File: config.mk
export PLATFORM = sky130hd
export DESIGN_NAME = reg_writeback_unit_flat
export DESIGN_NICKNAME = d
export VERILOG_FILES = /design/src/rtl/reg_writeback_unit_if.sv /design/src/rtl/reg_writeback_unit.sv /design/src/flat_wrapper.sv
export SDC_FILE = /design/constraint.sdc
export NUM_CORES = 1
export LEC_CHECK = 0
export CAP_MARGIN = 0
export CORE_UTILIZATION = 30
export CTS_BUF_LIST = sky130_fd_sc_hd__clkbuf_8 sky130_fd_sc_hd__clkbuf_16
export CTS_CLUSTER_SIZE = 25
export DETAILED_ROUTE_END_ITERATION = 6
export GPL_TIMING_DRIVEN = 1
export SYNTH_ARGS = -nofsm -noshare
export SYNTH_HDL_FRONTEND = slang
export SYNTH_SLANG_ARGS = --single-unit
File: constraint.sdc
create_clock -name clk -period 2.93 [get_ports clk]
set_clock_uncertainty 0.1 [all_clocks]
set_input_delay 0.4395 -clock clk [delete_from_list [all_inputs] [get_ports clk]]
set_output_delay 0.4395 -clock clk [all_outputs]
set_load 0.05 [all_outputs]
File: src/rtl/reg_writeback_unit_if.sv
// -----------------------------------------------------------------------------
// reg_writeback_unit_if
//   Bundle of every bus and handshake signal around reg_writeback_unit.
//   master : issue/decode, execute and memory stages (drive requests, see status)
//   slave  : reg_writeback_unit (sees requests, drives hazard/ready/write port)
// Signals
//   iss_valid/iss_rd    issue of an instruction with a destination register
//   rs1/rs2             sources of the instruction sitting in decode
//   hazard              decode must stall
//   alu_valid/rd/data   ALU result offer, accepted with alu_ready
//   ld_valid/rd/data    load result, never back-pressured
//   WE3/A3/WD3          register-file write port
//   pending             ALU queue occupancy
// -----------------------------------------------------------------------------
interface reg_writeback_unit_if #(
  parameter int XLEN       = 32,
  parameter int AW         = 5,
  parameter int FIFO_DEPTH = 4
);
  logic                          iss_valid;
  logic [AW-1:0]                 iss_rd;
  logic [AW-1:0]                 rs1;
  logic [AW-1:0]                 rs2;
  logic                          hazard;
  logic                          alu_valid;
  logic [AW-1:0]                 alu_rd;
  logic [XLEN-1:0]               alu_data;
  logic                          alu_ready;
  logic                          ld_valid;
  logic [AW-1:0]                 ld_rd;
  logic [XLEN-1:0]               ld_data;
  logic                          WE3;
  logic [AW-1:0]                 A3;
  logic [XLEN-1:0]               WD3;
  logic [$clog2(FIFO_DEPTH):0]   pending;

  modport master (
    output iss_valid, iss_rd, rs1, rs2,
    output alu_valid, alu_rd, alu_data,
    output ld_valid, ld_rd, ld_data,
    input  hazard, alu_ready, WE3, A3, WD3, pending
  );

  modport slave (
    input  iss_valid, iss_rd, rs1, rs2,
    input  alu_valid, alu_rd, alu_data,
    input  ld_valid, ld_rd, ld_data,
    output hazard, alu_ready, WE3, A3, WD3, pending
  );
endinterface

File: src/rtl/reg_writeback_unit.sv
// -----------------------------------------------------------------------------
// reg_writeback_unit
//   Write-side companion of the register file. Merges load results and queued
//   ALU results onto the single write port (WE3/A3/WD3), keeps a busy
//   scoreboard of issued-but-unwritten destinations and raises hazard for
//   RAW/WAW conflicts.
// Ports
//   clk  rising-edge clock
//   rst  synchronous reset, active-high
//   bus  reg_writeback_unit_if.slave (issue, decode sources, ALU and load
//        result buses, write port, hazard, alu_ready, pending)
// -----------------------------------------------------------------------------
module reg_writeback_unit #(
  parameter int XLEN       = 32,
  parameter int AW         = 5,
  parameter int FIFO_DEPTH = 4
) (
  input  logic                 clk,
  input  logic                 rst,
  reg_writeback_unit_if.slave  bus
);
  localparam int PW   = $clog2(FIFO_DEPTH);
  localparam int NREG = 2 ** AW;

  // One-hot decode of a register index, gated by an enable.
  function automatic logic [NREG-1:0] reg_mask(input logic [AW-1:0] idx, input logic en);
    logic [NREG-1:0] one;
    one = {{(NREG-1){1'b0}}, 1'b1};
    return en ? (one << idx) : {NREG{1'b0}};
  endfunction

  logic [NREG-1:0] busy;
  logic [NREG-1:0] busy_next;
  logic [AW-1:0]   q_rd   [FIFO_DEPTH];
  logic [XLEN-1:0] q_data [FIFO_DEPTH];
  logic [PW-1:0]   wr_ptr;
  logic [PW-1:0]   rd_ptr;
  logic [PW:0]     count;
  logic [PW:0]     count_next;
  logic            alu_ready;
  logic            push;
  logic            pop;
  logic            sel_valid;
  logic [AW-1:0]   sel_rd;
  logic [XLEN-1:0] sel_data;
  logic            we;
  logic [AW-1:0]   wa;
  logic [XLEN-1:0] wd;

  assign alu_ready = (count != (PW+1)'(FIFO_DEPTH));
  assign push      = bus.alu_valid & alu_ready;
  // The queue head only moves when no load claims the write port.
  assign pop       = ~bus.ld_valid & (count != {(PW+1){1'b0}});

  // Hazard looks at registered busy only: a register being written this cycle still stalls.
  assign bus.hazard    = busy[bus.rs1] | busy[bus.rs2] | (bus.iss_valid & busy[bus.iss_rd]);
  assign bus.alu_ready = alu_ready;
  assign bus.pending   = count;
  assign bus.WE3       = we;
  assign bus.A3        = wa;
  assign bus.WD3       = wd;

  // Scoreboard next state: clear the committed register, then set the issued one so set wins.
  always_comb begin
    busy_next    = (busy & ~reg_mask(wa, we)) | reg_mask(bus.iss_rd, bus.iss_valid);
    busy_next[0] = 1'b0;
  end

  // Write-port arbitration: load first, then queue head.
  always_comb begin
    sel_valid = 1'b0;
    sel_rd    = {AW{1'b0}};
    sel_data  = {XLEN{1'b0}};
    if (bus.ld_valid) begin
      sel_valid = 1'b1;
      sel_rd    = bus.ld_rd;
      sel_data  = bus.ld_data;
    end else if (pop) begin
      sel_valid = 1'b1;
      sel_rd    = q_rd[rd_ptr];
      sel_data  = q_data[rd_ptr];
    end else begin
      sel_valid = 1'b0;
    end
  end

  // Queue occupancy update; simultaneous push and pop leaves it unchanged.
  always_comb begin
    count_next = count;
    case ({push, pop})
      2'b10:   count_next = count + (PW+1)'(1);
      2'b01:   count_next = count - (PW+1)'(1);
      default: count_next = count;
    endcase
  end

  // Queue payload storage; contents are meaningless until pointed at, so no reset.
  always_ff @(posedge clk) begin
    if (push) begin
      q_rd[wr_ptr]   <= bus.alu_rd;
      q_data[wr_ptr] <= bus.alu_data;
    end
  end

  // Control state, scoreboard and registered write port.
  always_ff @(posedge clk) begin
    if (rst) begin
      count  <= {(PW+1){1'b0}};
      wr_ptr <= {PW{1'b0}};
      rd_ptr <= {PW{1'b0}};
      busy   <= {NREG{1'b0}};
      we     <= 1'b0;
      wa     <= {AW{1'b0}};
      wd     <= {XLEN{1'b0}};
    end else begin
      count <= count_next;
      busy  <= busy_next;
      if (push) begin
        wr_ptr <= wr_ptr + PW'(1);
      end
      if (pop) begin
        rd_ptr <= rd_ptr + PW'(1);
      end
      // An rd==0 selection is consumed but never written; A3/WD3 keep their last values.
      we <= sel_valid & (sel_rd != {AW{1'b0}});
      if (sel_valid && (sel_rd != {AW{1'b0}})) begin
        wa <= sel_rd;
        wd <= sel_data;
      end
    end
  end
endmodule

File: src/flat_wrapper.sv
// flat-port wrapper written by rule: the top's interface ports become plain ports
module reg_writeback_unit_flat 
#(
  parameter int XLEN       = 32,
  parameter int AW         = 5,
  parameter int FIFO_DEPTH = 4
)
  (clk, rst, bus_iss_valid, bus_iss_rd, bus_rs1, bus_rs2, bus_alu_valid, bus_alu_rd, bus_alu_data, bus_ld_valid, bus_ld_rd, bus_ld_data, bus_hazard, bus_alu_ready, bus_WE3, bus_A3, bus_WD3, bus_pending);
  reg_writeback_unit_if #(.XLEN(XLEN), .AW(AW), .FIFO_DEPTH(FIFO_DEPTH)) bus_i ();
  input  logic clk;
  input  logic rst;
  input wire logic [$bits(bus_i.iss_valid)-1:0] bus_iss_valid;
  input wire logic [$bits(bus_i.iss_rd)-1:0] bus_iss_rd;
  input wire logic [$bits(bus_i.rs1)-1:0] bus_rs1;
  input wire logic [$bits(bus_i.rs2)-1:0] bus_rs2;
  input wire logic [$bits(bus_i.alu_valid)-1:0] bus_alu_valid;
  input wire logic [$bits(bus_i.alu_rd)-1:0] bus_alu_rd;
  input wire logic [$bits(bus_i.alu_data)-1:0] bus_alu_data;
  input wire logic [$bits(bus_i.ld_valid)-1:0] bus_ld_valid;
  input wire logic [$bits(bus_i.ld_rd)-1:0] bus_ld_rd;
  input wire logic [$bits(bus_i.ld_data)-1:0] bus_ld_data;
  output wire logic [$bits(bus_i.hazard)-1:0] bus_hazard;
  output wire logic [$bits(bus_i.alu_ready)-1:0] bus_alu_ready;
  output wire logic [$bits(bus_i.WE3)-1:0] bus_WE3;
  output wire logic [$bits(bus_i.A3)-1:0] bus_A3;
  output wire logic [$bits(bus_i.WD3)-1:0] bus_WD3;
  output wire logic [$bits(bus_i.pending)-1:0] bus_pending;
  assign bus_i.iss_valid = bus_iss_valid;
  assign bus_i.iss_rd = bus_iss_rd;
  assign bus_i.rs1 = bus_rs1;
  assign bus_i.rs2 = bus_rs2;
  assign bus_i.alu_valid = bus_alu_valid;
  assign bus_i.alu_rd = bus_alu_rd;
  assign bus_i.alu_data = bus_alu_data;
  assign bus_i.ld_valid = bus_ld_valid;
  assign bus_i.ld_rd = bus_ld_rd;
  assign bus_i.ld_data = bus_ld_data;
  assign bus_hazard = bus_i.hazard;
  assign bus_alu_ready = bus_i.alu_ready;
  assign bus_WE3 = bus_i.WE3;
  assign bus_A3 = bus_i.A3;
  assign bus_WD3 = bus_i.WD3;
  assign bus_pending = bus_i.pending;
  reg_writeback_unit #(.XLEN(XLEN), .AW(AW), .FIFO_DEPTH(FIFO_DEPTH)) u_core (.clk(clk), .rst(rst), .bus(bus_i));
endmodule
==> run summary <==
Outcome - completed
Synth async-reset ratio - 0
Drt first-iter violations - 332
Hold Path Class - input port to register
Share of power burned in the clock network - 0.300
Final hold violation count - 0
Average via count per standard cell - 4.93
Ratio of cells with drive above 1 in the final layout - 0.250
GRT Resource Usage Total - 0.150
Clock transition at the registers of the reported paths - 0.06 ns
Net count of the finished layout - 938
Residual antenna-violating net count after detailed routing - 0
Number of instances in the synthesized netlist - 680
TritonCTS buffer count - 25
Clock Path Buffers - 3
Buffer type at the clock tree root - sky130_fd_sc_hd__clkbuf_16
Warnings from Yosys - 0
Gate power share - 0.304
Number of clock sinks - 226
Half-perimeter wire length of the detailed placement result - 16.6 mm
Worst EP required - 2.39 ns
Mean Syn Cell Area - 14.4 µm²
Number of setup violations in the final report - 0
Sequential group share of total power - 0.396
Overflow left after global routing - 0
Post-synthesis sequential area ratio - 0.613
Maximum number of pins on one net before global-route repair - 55
Starting density of the core - 0.307
Headroom to the max-slew limit - 0.507
Row count - 65
Primary flip-flop cell chosen by synthesis mapping - sky130_fd_sc_hd__edfxtp_1
CTS H-tree lvls - 1
Post-layout util - 0.400
Area of the core - 31900 µm²
CTS tree - built
Post-Syn Area - 9800 µm²
Total iterations of the first detailed-routing run - 5
Antenna violations before repair - 1
Count of input and output buffers - 136
Synth top area cells - sky130_fd_sc_hd__edfxtp_1, sky130_fd_sc_hd__dfxtp_1, sky130_fd_sc_hd__mux4_2
Fraction of post-synthesis cell area in the top cell type by area - 0.453
Crit Path Max Fanout - 4
Die width - 183 µm
Slew at the pin closest to its max-slew limit - 0.740 ns
DRC Markers - 0
Area growth from synthesis to final layout - 30.1%
Total of max-cap violations - 0
Count of unique library cells instantiated by Yosys - 54
Number of top-level pins - 137
Pins Over Slew Limit - 0
Max rail drop VDD - 463 µV
Net Sw Power - 3.25 mW
Final Routed Wirelength - 25.0 mm
Maximum operating frequency - 351 MHz
Number of synthesized register bits - 226
First-pass GRT wire length - 38.4 mm
Commonest cells after routing, fill and taps aside - sky130_fd_sc_hd__edfxtp_1, sky130_fd_sc_hd__clkdlybuf4s50_1, sky130_fd_sc_hd__dfxtp_1
Switching share of total power - 0.320
Source-to-sink clock delay at the later pin of the worst-skew pair - 0.51 ns
Post-synth EDFFs - 148
Die Outline Area - 33400 µm²
Period utilisation layout - 0.974
Pwr dens - 797 nW/µm²
Cell Int Power - 6.90 mW
Yosys top cell by area - sky130_fd_sc_hd__edfxtp_1
Type of origin of the critical path - register
Height of the chip - 183 µm
Final critical-path required period - 2.85 ns
Number of global-route vias before repair - 6538
Vias after detailed routing - 6374
Critical path class - register to primary output
DR WL/cell - 19.3 µm
Worst Path Arrival - 2.31 ns
Min Hold Slack - 0.296 ns
Leading cell type in the layout, fill and taps excluded - sky130_fd_sc_hd__edfxtp_1
Synthesized netlist net count - 780
Static Leakage - 4.25 nW
Placer Congestion - 0.842
Critical Path Sink Type - primary output
power groups by stage:
stage	clock network (mW)	registers [mW]	logic [mW]
6_report	3.05	4.03	3.08
5_1_grt	3.24	4.08	3.30
4_1_cts	3.11	4.03	3.13
3_5_place_dp	0	4.10	3.12
3_3_place_gp	0	4.08	3.10
2_1_floorplan	0	4.54	1.66
sequential cells by signal, summed over array words and instances, names as in the netlist, named ones only:
name                flops
u_core.bus.WE3          1
u_core.busy            31
u_core.bus.pending      3
u_core.bus.WD3         32
u_core.rd_ptr           2
u_core.bus.A3           5
u_core.q_rd            20
u_core.q_data         128
u_core.wr_ptr           2
synthesized netlist by cell type, drive strengths merged, types with 2 or more instances:
master / n
inv: 9
nor3b: 3
nand4: 2
clkbuf: 32
a31oi: 4
buf: 16
o211ai: 2
o22ai: 4
o21ai: 36
edfxtp: 148
a21oi: 39
nor2b: 3
nand2: 45
dfxtp: 78
nor3: 36
or3: 4
mux4: 50
and2: 9
and3: 6
nand4b: 2
mux2i: 14
nand3: 11
mux2: 7
a221oi: 33
nand3b: 9
ha: 5
xor2: 3
a22oi: 2
nor2: 52
xnor2: 2
or3b: 2
critical path, cell delays in order (launching register included):
cell and delay, ns:
sky130_fd_sc_hd__dfxtp_2 0.34, sky130_fd_sc_hd__mux4_2 0.47, sky130_fd_sc_hd__mux2_2 0.28, sky130_fd_sc_hd__a22o_1 0.25, sky130_fd_sc_hd__nor3_2 0.15, sky130_fd_sc_hd__o211ai_1 0.11, sky130_fd_sc_hd__buf_4 0.21
cells by family after synthesis:
kind of cell / share of synthesized area
buffers and inverters: 0.0287
multiplexers: 0.137
XOR/XNOR: 0.00447
flip-flops: 0.613
AO/OA/AOI/OAI: 0.102
AND/OR/NAND/NOR: 0.106
adder cells (fa/ha/maj): 0.00843
worst paths after layout:
path                 startpoint            endpoint  slack [ns]  cells past startpoint
max             u_core.busy[27]          bus_hazard        0.08                      6
min                bus_ld_valid    u_core.bus.A3[3]        0.30                      4
max reg2reg            register   u_core.bus.WD3[1]        0.37                      7
min reg2reg  u_core.bus.WD3[30]  u_core.bus.WD3[30]        0.39                      2
through the flow:
| stage | setup slack, ns | power [mW] | cell area [µm²] | cells | TNS (ns) |
|---|---|---|---|---|---|
| finish | 0.0770 | 10.2 | 12700 | 1293 | 0 |
| global route | -0.0158 | 10.6 | 12700 | 1291 | -0.0158 |
| CTS | 0.00656 | 10.3 | 12700 | 1289 | 0 |
| detailed placement | -0.271 | 7.21 | 11900 | 1242 | -0.271 |
| global placement | -0.276 | 7.19 | 11900 | 1242 | -0.276 |
| floorplan | 0.0828 | 6.20 | 9810 | 680 | 0 |
area by class of cell:
class / count / area (µm²)
diodes: 2 / 5.00
multi-input cells: 396 / 3550
well taps: 435 / 544
flip-flops and latches: 226 / 6010
clock buffers: 26 / 639
fillers: 3009 / 19100
clock inverters: 19 / 163
inverters: 10 / 37.5
repair buffers: 179 / 1800
routing by layer:
layer / track usage / share of wire / vias to the layer above
met5: 0 / 0 / -
met4: 0.0407 / 0.024 / 0
met3: 0.0336 / 0.067 / 49
met2: 0.254 / 0.49 / 201
met1: 0.193 / 0.42 / 3161
li1: - / - / 2963
timing repair:
| action | in CTS | in global routing |
|---|---|---|
| cloned | 1 | 0 |
| resized for setup | 8 | 11 |
| pin swaps | 2 | 3 |
| hold buffers | 0 | 0 |
| endpoints found under the setup margin | 1 | 1 |
| buffers inserted | 2 | 2 |
(Power assumes the default switching activity.)
